## src/rtl/framing_decoding.sv

```systemverilog
// framing_decoding: serial PHY bit receiver -- SFD hunt, PN9 de-whitening, CRC-16 FCS check, PHR+payload byte output
// Ports: clk, reset_n (async active-low); framing_decoding_in/_valid serial bit input (LSB first);
//        phr_psdu_out/_valid decoded byte pulse; frame_end last payload byte pulse; frame_crc_ok FCS result.
// Build option: define FRAMING_DECODING_CRC_EN to implement the FCS check; otherwise frame_crc_ok mirrors frame_end.
module framing_decoding (
    input  logic       clk,
    input  logic       reset_n,
    input  logic       framing_decoding_in,
    input  logic       framing_decoding_in_valid,
    output logic [7:0] phr_psdu_out,
    output logic       phr_psdu_out_valid,
    output logic       frame_end,
    output logic       frame_crc_ok
);
    localparam logic [7:0] SFD = 8'hA7;
    localparam logic [8:0] PN9_SEED = 9'h1FF;
    typedef enum logic [1:0] {HUNT, PHR, PSDU} state_t;
    state_t r_state, w_state_nxt;
    logic [7:0] r_win, r_b0, r_b1, w_win, w_byte, w_out;
    logic [6:0] r_sh, r_bytecnt, r_len;
    logic [8:0] r_lfsr;
    logic [2:0] r_bitcnt;
    logic w_d, w_byte_done, w_sfd, w_short, w_last, w_out_valid, w_end, w_crc_ok;
    assign w_win = {framing_decoding_in, r_win[7:1]};
    assign w_d = framing_decoding_in ^ r_lfsr[0];
    assign w_byte = {w_d, r_sh};
    assign w_sfd = framing_decoding_in_valid && r_state == HUNT && w_win == SFD;
    assign w_byte_done = framing_decoding_in_valid && r_state != HUNT && r_bitcnt == 3'd7;
    assign w_short = w_byte[6:0] < 7'd3;
    assign w_last = r_bytecnt == r_len - 7'd1;
`ifdef FRAMING_DECODING_CRC_EN
    logic [15:0] r_crc, w_crc;
    assign w_crc = (r_crc >> 1) ^ ((r_crc[0] ^ w_d) ? 16'h8408 : 16'h0000);
    always_ff @(posedge clk or negedge reset_n)
        if (!reset_n)
            r_crc <= 16'h0000;
        else if (framing_decoding_in_valid)
            r_crc <= w_sfd ? 16'h0000 : (r_state == PSDU ? w_crc : r_crc);
    assign w_crc_ok = w_end && w_crc == 16'h0000;
`else
    assign w_crc_ok = w_end;
`endif
    always_ff @(posedge clk or negedge reset_n)
        if (!reset_n)
            r_state <= HUNT;
        else
            r_state <= w_state_nxt;
    always_comb begin
        w_state_nxt = r_state;
        if (w_sfd)
            w_state_nxt = PHR;
        else if (w_byte_done && r_state == PHR)
            w_state_nxt = w_short ? HUNT : PSDU;
        else if (w_byte_done && r_state == PSDU && w_last)
            w_state_nxt = HUNT;
    end
    // Payload leaves through a 2-byte delay so the two FCS bytes are never emitted.
    always_comb begin
        w_out_valid = w_byte_done && (r_state == PHR ? !w_short : r_bytecnt >= 7'd2);
        w_out = r_state == PHR ? w_byte : r_b1;
        w_end = w_byte_done && r_state == PSDU && w_last;
    end
    always_ff @(posedge clk or negedge reset_n)
        if (!reset_n) begin
            r_win <= 8'h00;
            r_lfsr <= PN9_SEED;
            r_bitcnt <= 3'd0;
            r_sh <= 7'h00;
            r_len <= 7'd0;
            r_bytecnt <= 7'd0;
            r_b0 <= 8'h00;
            r_b1 <= 8'h00;
        end else if (framing_decoding_in_valid) begin
            // Window is cleared outside HUNT so each new hunt starts from an empty window.
            r_win <= (r_state == HUNT && !w_sfd) ? w_win : 8'h00;
            r_lfsr <= w_sfd ? PN9_SEED : (r_state == HUNT ? r_lfsr : {r_lfsr[0] ^ r_lfsr[5], r_lfsr[8:1]});
            r_bitcnt <= r_state == HUNT ? 3'd0 : r_bitcnt + 3'd1;
            if (r_state != HUNT)
                r_sh <= w_byte[7:1];
            if (w_byte_done && r_state == PHR) begin
                r_len <= w_byte[6:0];
                r_bytecnt <= 7'd0;
            end
            if (w_byte_done && r_state == PSDU) begin
                r_bytecnt <= r_bytecnt + 7'd1;
                r_b1 <= r_b0;
                r_b0 <= w_byte;
            end
        end
    always_ff @(posedge clk or negedge reset_n)
        if (!reset_n) begin
            phr_psdu_out <= 8'h00;
            phr_psdu_out_valid <= 1'b0;
            frame_end <= 1'b0;
            frame_crc_ok <= 1'b0;
        end else begin
            phr_psdu_out <= w_out_valid ? w_out : phr_psdu_out;
            phr_psdu_out_valid <= w_out_valid;
            frame_end <= w_end;
            frame_crc_ok <= w_crc_ok;
        end
endmodule
```

## config.mk

```make
export PLATFORM = sky130hd
export DESIGN_NAME = framing_decoding
export DESIGN_NICKNAME = d
export VERILOG_FILES = /design/src/rtl/framing_decoding.sv
export SDC_FILE = /design/constraint.sdc
export NUM_CORES = 1
export LEC_CHECK = 0
export CAP_MARGIN = 25
export CORE_MARGIN = 2
export CORE_UTILIZATION = 30
export DETAILED_ROUTE_END_ITERATION = 6
export GPL_ROUTABILITY_DRIVEN = 0
export SLEW_MARGIN = 30
export SYNTH_ARGS = -nofsm -noshare
export SYNTH_HDL_FRONTEND = slang
export SYNTH_SLANG_ARGS = --single-unit
export TNS_END_PERCENT = 50
```

## constraint.sdc

```tcl
create_clock -name clk -period 3 [get_ports clk]
set_clock_uncertainty 0.2 [all_clocks]
set_input_delay 0.6 -clock clk [delete_from_list [all_inputs] [get_ports clk]]
set_output_delay 0.6 -clock clk [all_outputs]
set_load 0.005 [all_outputs]
```

**Word-level counts from Yosys, hierarchy flattened**

Cells that the tools add are included.

- Register bits after elaboration: 69
- Output and inout bits: 11
- Word-level logic and storage cells: 57

- Add/sub/neg operators: 3
- $lt $le $gt $ge: 2
- Equal/unequal tests: 6
- Mux-type cells: 12
- Bitwise logic cells: 2
- Reduce and logical (&&, ||, !) cells: 20

Operators with widths:

| kind | number |
|---|---|
| two-way mux 9 bit | 2 |
| two-way mux 8 bit | 2 |
| two-way mux 7 bit | 2 |
| AND reduction 2 bit | 5 |
| logical AND 1 bit | 9 |
| equality test 8 bit, second input constant | 1 |
| two-way mux 2 bit | 4 |
| adder 7 x 1 -> 7 bit, second input constant | 1 |
| equality test 7 bit | 1 |
| >= comparator 7 x 2 -> 1 bit, second input constant | 1 |
| < comparator 7 x 2 -> 1 bit, second input constant | 1 |
| subtractor 7 x 1 -> 7 bit, second input constant | 1 |
| nonzero test 2 bit | 2 |
| adder 3 x 1 -> 3 bit, second input constant | 1 |
| equality test 3 bit, second input constant | 1 |
| two-way mux 3 bit | 1 |
| nonzero test 3 bit | 1 |
| equality test 2 x 1 -> 1 bit, second input constant | 1 |
| equality test 2 bit, second input constant | 1 |
| logical NOT 1 bit | 2 |
| logical NOT 2 bit | 1 |
| inequality test 2 bit, second input constant | 1 |
| bitwise XOR 1 bit | 2 |
| two-way mux 1 bit | 1 |

**Logic depth before layout (Yosys ltp)**

- Depth in word-level cells: 8
- Gate-level depth with buffers: 8
- Mapped depth without buffers: 7

**Least setup slack after synthesis**

Ideal clock, no wire load.

- Path kind: register to register
- Start point: reg r_bitcnt[0]
- End point: reg phr_psdu_out[0]
- Setup time: 125 ps
- Arrival time: 1658 ps
- Required time: 2675 ps
- Setup slack: 1017 ps
- Cell stages (with the launch flop): 7
- Cells stage by stage: dfrtp_1 > ha_1 > ha_1 > nand3_2 > a21oi_1 > nor2_2 > mux2_2

- Longest elaborated chain between the ends: 3

Ends and longest elaborated chain:

| element | RTL line | source |
|---|---|---|
| start: declaration | 22 | `logic [2:0] r_bitcnt;` |
| start signal: assignment | 77 | `r_bitcnt <= r_state == HUNT ? 3'd0 : r_bitcnt + 3'd1;` |
| equality test 3 bit | 28 | `assign w_byte_done = framing_decoding_in_valid && r_state != HUNT && r_bitcnt == 3'd7;` |
| logical AND 1 bit | 28 |  |
| logical AND 1 bit | 59 | `w_out_valid = w_byte_done && (r_state == PHR ? !w_short : r_bytecnt >= 7'd2);` |
| end signal: assignment | 97 | `phr_psdu_out <= w_out_valid ? w_out : phr_psdu_out;` |
| end: declaration | 10 | `output logic [7:0] phr_psdu_out,` |

Every way passes these cells.
A chain may end at the register's enable or synchronous reset.

**Worst setup path in the final report**

- Start point: in framing_decoding_in
- End point: reg r_lfsr[4]

- Longest elaborated chain between the ends: 4
- Elaborated cells between the ends (all ways): 5
- Classes of those cells: eq/ne: 2; mux: 1; reduce/logical: 2

Ends and longest elaborated chain:

| element | RTL line | source |
|---|---|---|
| start: declaration | 8 | `input logic framing_decoding_in,` |
| equality test 8 bit * | 27 | `assign w_sfd = framing_decoding_in_valid && r_state == HUNT && w_win == SFD;` |
| logical AND 1 bit * | 27 |  |
| inequality test 2 bit (no source line) | -- |  |
| AND reduction 2 bit (no source line) | -- |  |
| end signal: assignment | 76 | `r_lfsr <= w_sfd ? PN9_SEED : (r_state == HUNT ? r_lfsr : {r_lfsr[0] ^ r_lfsr[5], r_lfsr[8:1]});` |
| end: declaration | 21 | `logic [8:0] r_lfsr;` |

Mark *: on every way between the ends. The rest lies on a longest branch, timed or not.

==> impl_metrics.py <==
metrics = {
    "synth": {
        "synthTopCellsByArea": "dfrtp_1, nand2_1, dfstp_2",
        "synth_largest_area_cell": "dfrtp_1",
        "synth.lib_cells_used.distinct": 39,
        "seq_area_frac_synth_pct": 56.3,
        "synthesis.area_um2": 3040,
        "avgSynthCellArea_um2": 10.8,
        "yosys_register_bits": 68,
        "postSynth.asyncResetShare_pct": 100,
        "yosysWarnings": 0,
        "synth_nets": 290,
        "synthesis.instances": 281,
        "ys_dominant_reg_cell": "dfrtp_1",
        "count_of_flip_flops_with_a_built_in_enable_after_synthesis": 0,
        "synth_top_cell_area_share_pct": 48.5,
    },
    "setup_path": {
        "setup.reg_to_reg.worst_slack_ps": 830,
        "setup.worst_path.class": "input pin to flip-flop",
        "path_max_fanout": 15,
        "cp-startpoint": "framing_decoding_in",
        "rr_startpoint": "r_bitcnt[0]$_DFFE_PN0P_",
        "timing.critical_path.to_type": "flip-flop",
        "reg2reg_to": "phr_psdu_out[4]$_DFFE_PN0P_",
        "critPathLaunchType": "input pin",
        "rr_worst_depth": 6,
        "timing.critical_path.required_ps": 3080,
        "worst-endpoint-arrival_ps": 2340,
    },
    "floorplanning": {
        "dieWidth_um": 105,
        "design.core.area_um2": 9820,
        "initial_core_utilization_pct": 31.0,
        "dieArea_um2": 11000,
        "die_height_um": 105,
        "std_cell_rows": 36,
        "boundaryPins": 15,
    },
    "drt": {
        "detail-route-antenna-nets": 0,
        "route.detailed.vias_per_inst": 4.56,
        "postRouteWirelength_um": 5360,
        "drt_first_iter_violations": 66,
        "first_pass_drt_iterations": 4,
        "post_drt_wl_per_cell_um": 12.3,
        "residual_drc_count": 0,
        "vias": 1992,
    },
    "cells_and_area": {
        "post_route_cells_drive_above_1_share_pct": 22.4,
        "num-nets-final": 308,
        "area_growth_syn_to_layout_pct": 17.8,
        "layout.cell_area.non_filler_um2": 3580,
        "layout.cells.non_filler": 437,
        "num_antenna_cells": 0,
        "mostFrequentLayoutCells": "nand2_1, dfrtp_1, mux2_2",
        "final_common_cell": "nand2_1",
    },
    "timing": {
        "fmax_mhz": 442,
        "finalHoldWorstSlack_ps": 76.0,
        "final.period_utilization_pct": 75.5,
        "finalSetupTns_ps": 0,
        "setup_viol_count_final": 0,
        "worst_slew_pin_slew_ps": 536,
        "timing.final.hold_violations": 0,
        "final-max-slew-violation-count": 0,
        "grt_setup_unrepaired": "no",
        "slew_headroom_pct": 64.2,
        "final_period_minus_worst_setup_slack_ps": 2260,
    },
    "cts": {
        "cts_made_buffers": 9,
        "cts_hold_repair.buffers": 0,
        "post_cts.resized_instances": 0,
        "clock_sinks": 68,
        "cts.root.buffer_cell": "clkbuf_8",
        "clkLatencyLatePin_ps": 330,
        "ctsLongestPathBuffers": 2,
        "postCtsSetupBuffers": 0,
        "ctsHtreeMaxLevel": 3,
        "cts_tree": "built",
        "path_clk_slew_ps": 70,
    },
    "global_route": {
        "grt_first_pass_wirelength_um": 9230,
        "vias_in_the_first_global_route": 1968,
        "number_of_antenna_violations_at_the_first_check_in_global_routing": 0,
        "grt.total_usage_pct": 10.5,
        "largest_net_degree_at_the_start_of_global_routing": 69,
        "grt_remaining_overflow": 0,
    },
    "job": {
        "max_cap_viol_count": 0,
    },
    "placement": {
        "placedCellCount": 421,
        "placedInstanceArea_um2": 3340,
        "port_bufs": 14,
        "detailedPlacementHpwl_um": 3590,
    },
    "power_and_ir_drop": {
        "cellPowerDensity_nw_per_um2": 802,
        "fin_total_pwr_w": 0.00287,
        "power.static_leakage_nw": 1.70,
        "vdd.ir_drop.worst_v": 0.000274,
    },
    "outcome": {
        "outcome": "complete, no violations",
    },
    "worst_hold_path": {
        "min-delay-path-class": "input pin to asynchronous set/reset pin",
    },
}
-- worst max path at each step --
| stage | slack (ps) | end | depth (start not counted) |
|---|---|---|---|
| 6_report | 740 | r_lfsr[4]$_DFFE_PN1P_ | 5 |
| 5_1_grt | 660 | r_lfsr[5]$_DFFE_PN1P_ | 5 |
| 4_1_cts | 720 | phr_psdu_out[4]$_DFFE_PN0P_ | 6 |
| 3_5_place_dp | 370 | r_lfsr[5]$_DFFE_PN1P_ | 5 |
| 3_3_place_gp | 410 | r_lfsr[4]$_DFFE_PN1P_ | 5 |
| 2_1_floorplan | 1020 | phr_psdu_out[0]$_DFFE_PN0P_ | 6 |
-- area by class of cell --
| type | instances | area [µm²] |
|---|---|---|
| clock buffer | 10 | 138 |
| inverter | 10 | 37.5 |
| fill | 1006 | 6230 |
| timing repair buffer | 20 | 193 |
| multi-input combinational | 190 | 1230 |
| sequential | 68 | 1710 |
| tap | 133 | 166 |
| clock inverter | 6 | 111 |
-- Yosys cell counts, drive strengths merged, types with 2 or more instances --
cell type	count
o22ai	2
nor2	17
clkbuf	6
xnor2	4
o22a	9
nor3	3
ha	5
mux2	21
nor4	2
nand3	7
dfstp	9
nand4	5
nand2b	2
and3	2
dfrtp	59
a21oi	5
inv	10
buf	7
nand2	68
o21ai	9
mux2i	7
xor2	10
-- flip-flops by register name (all words and copies together) (netlist names) --
name,count
frame_crc_ok,1
phr_psdu_out,8
phr_psdu_out_valid,1
r_b0,8
r_b1,8
r_bitcnt,3
r_bytecnt,7
r_len,7
r_lfsr,9
r_sh,7
r_state,2
r_win,7
-- stage by stage --
stage	setup slack, ps	util [%]
floorplan	1020	-
global route	657	36.5
finish	735	36.5
global placement	414	34.0
CTS	723	36.5
detailed placement	370	34.0
-- routing by layer --
metal	track usage, %	up-vias	routed length (µm)
li1	-	986	-
met1	13.0	978	2560
met2	17.0	20	2560
met3	2.74	8	116
met4	5.43	0	116
met5	0	-	0
-- power by group --
part	leakage (nW)	internal, W	total [W]	switching (W)
clock	0.122	0.000575	0.000918	0.000343
sequential	0.870	0.00121	0.00141	0.000206
combinational	0.710	0.000304	0.000541	0.000238
-- cell families after synthesis --
logic type,synth area share (%)
simple gates,16.3
flops,56.3
compound gates,7.85
mux,10.1
buf+inv,3.45
xor+xnor,4.03
fa+ha+maj,2.06
-- critical path, cell delays in order --
cell and delay, ps:
clkdlybuf4s50_1 520, nand4bb_1 110, or4_4 510, a21boi_4 380, o22a_2 230
(Power assumes the default switching activity.)
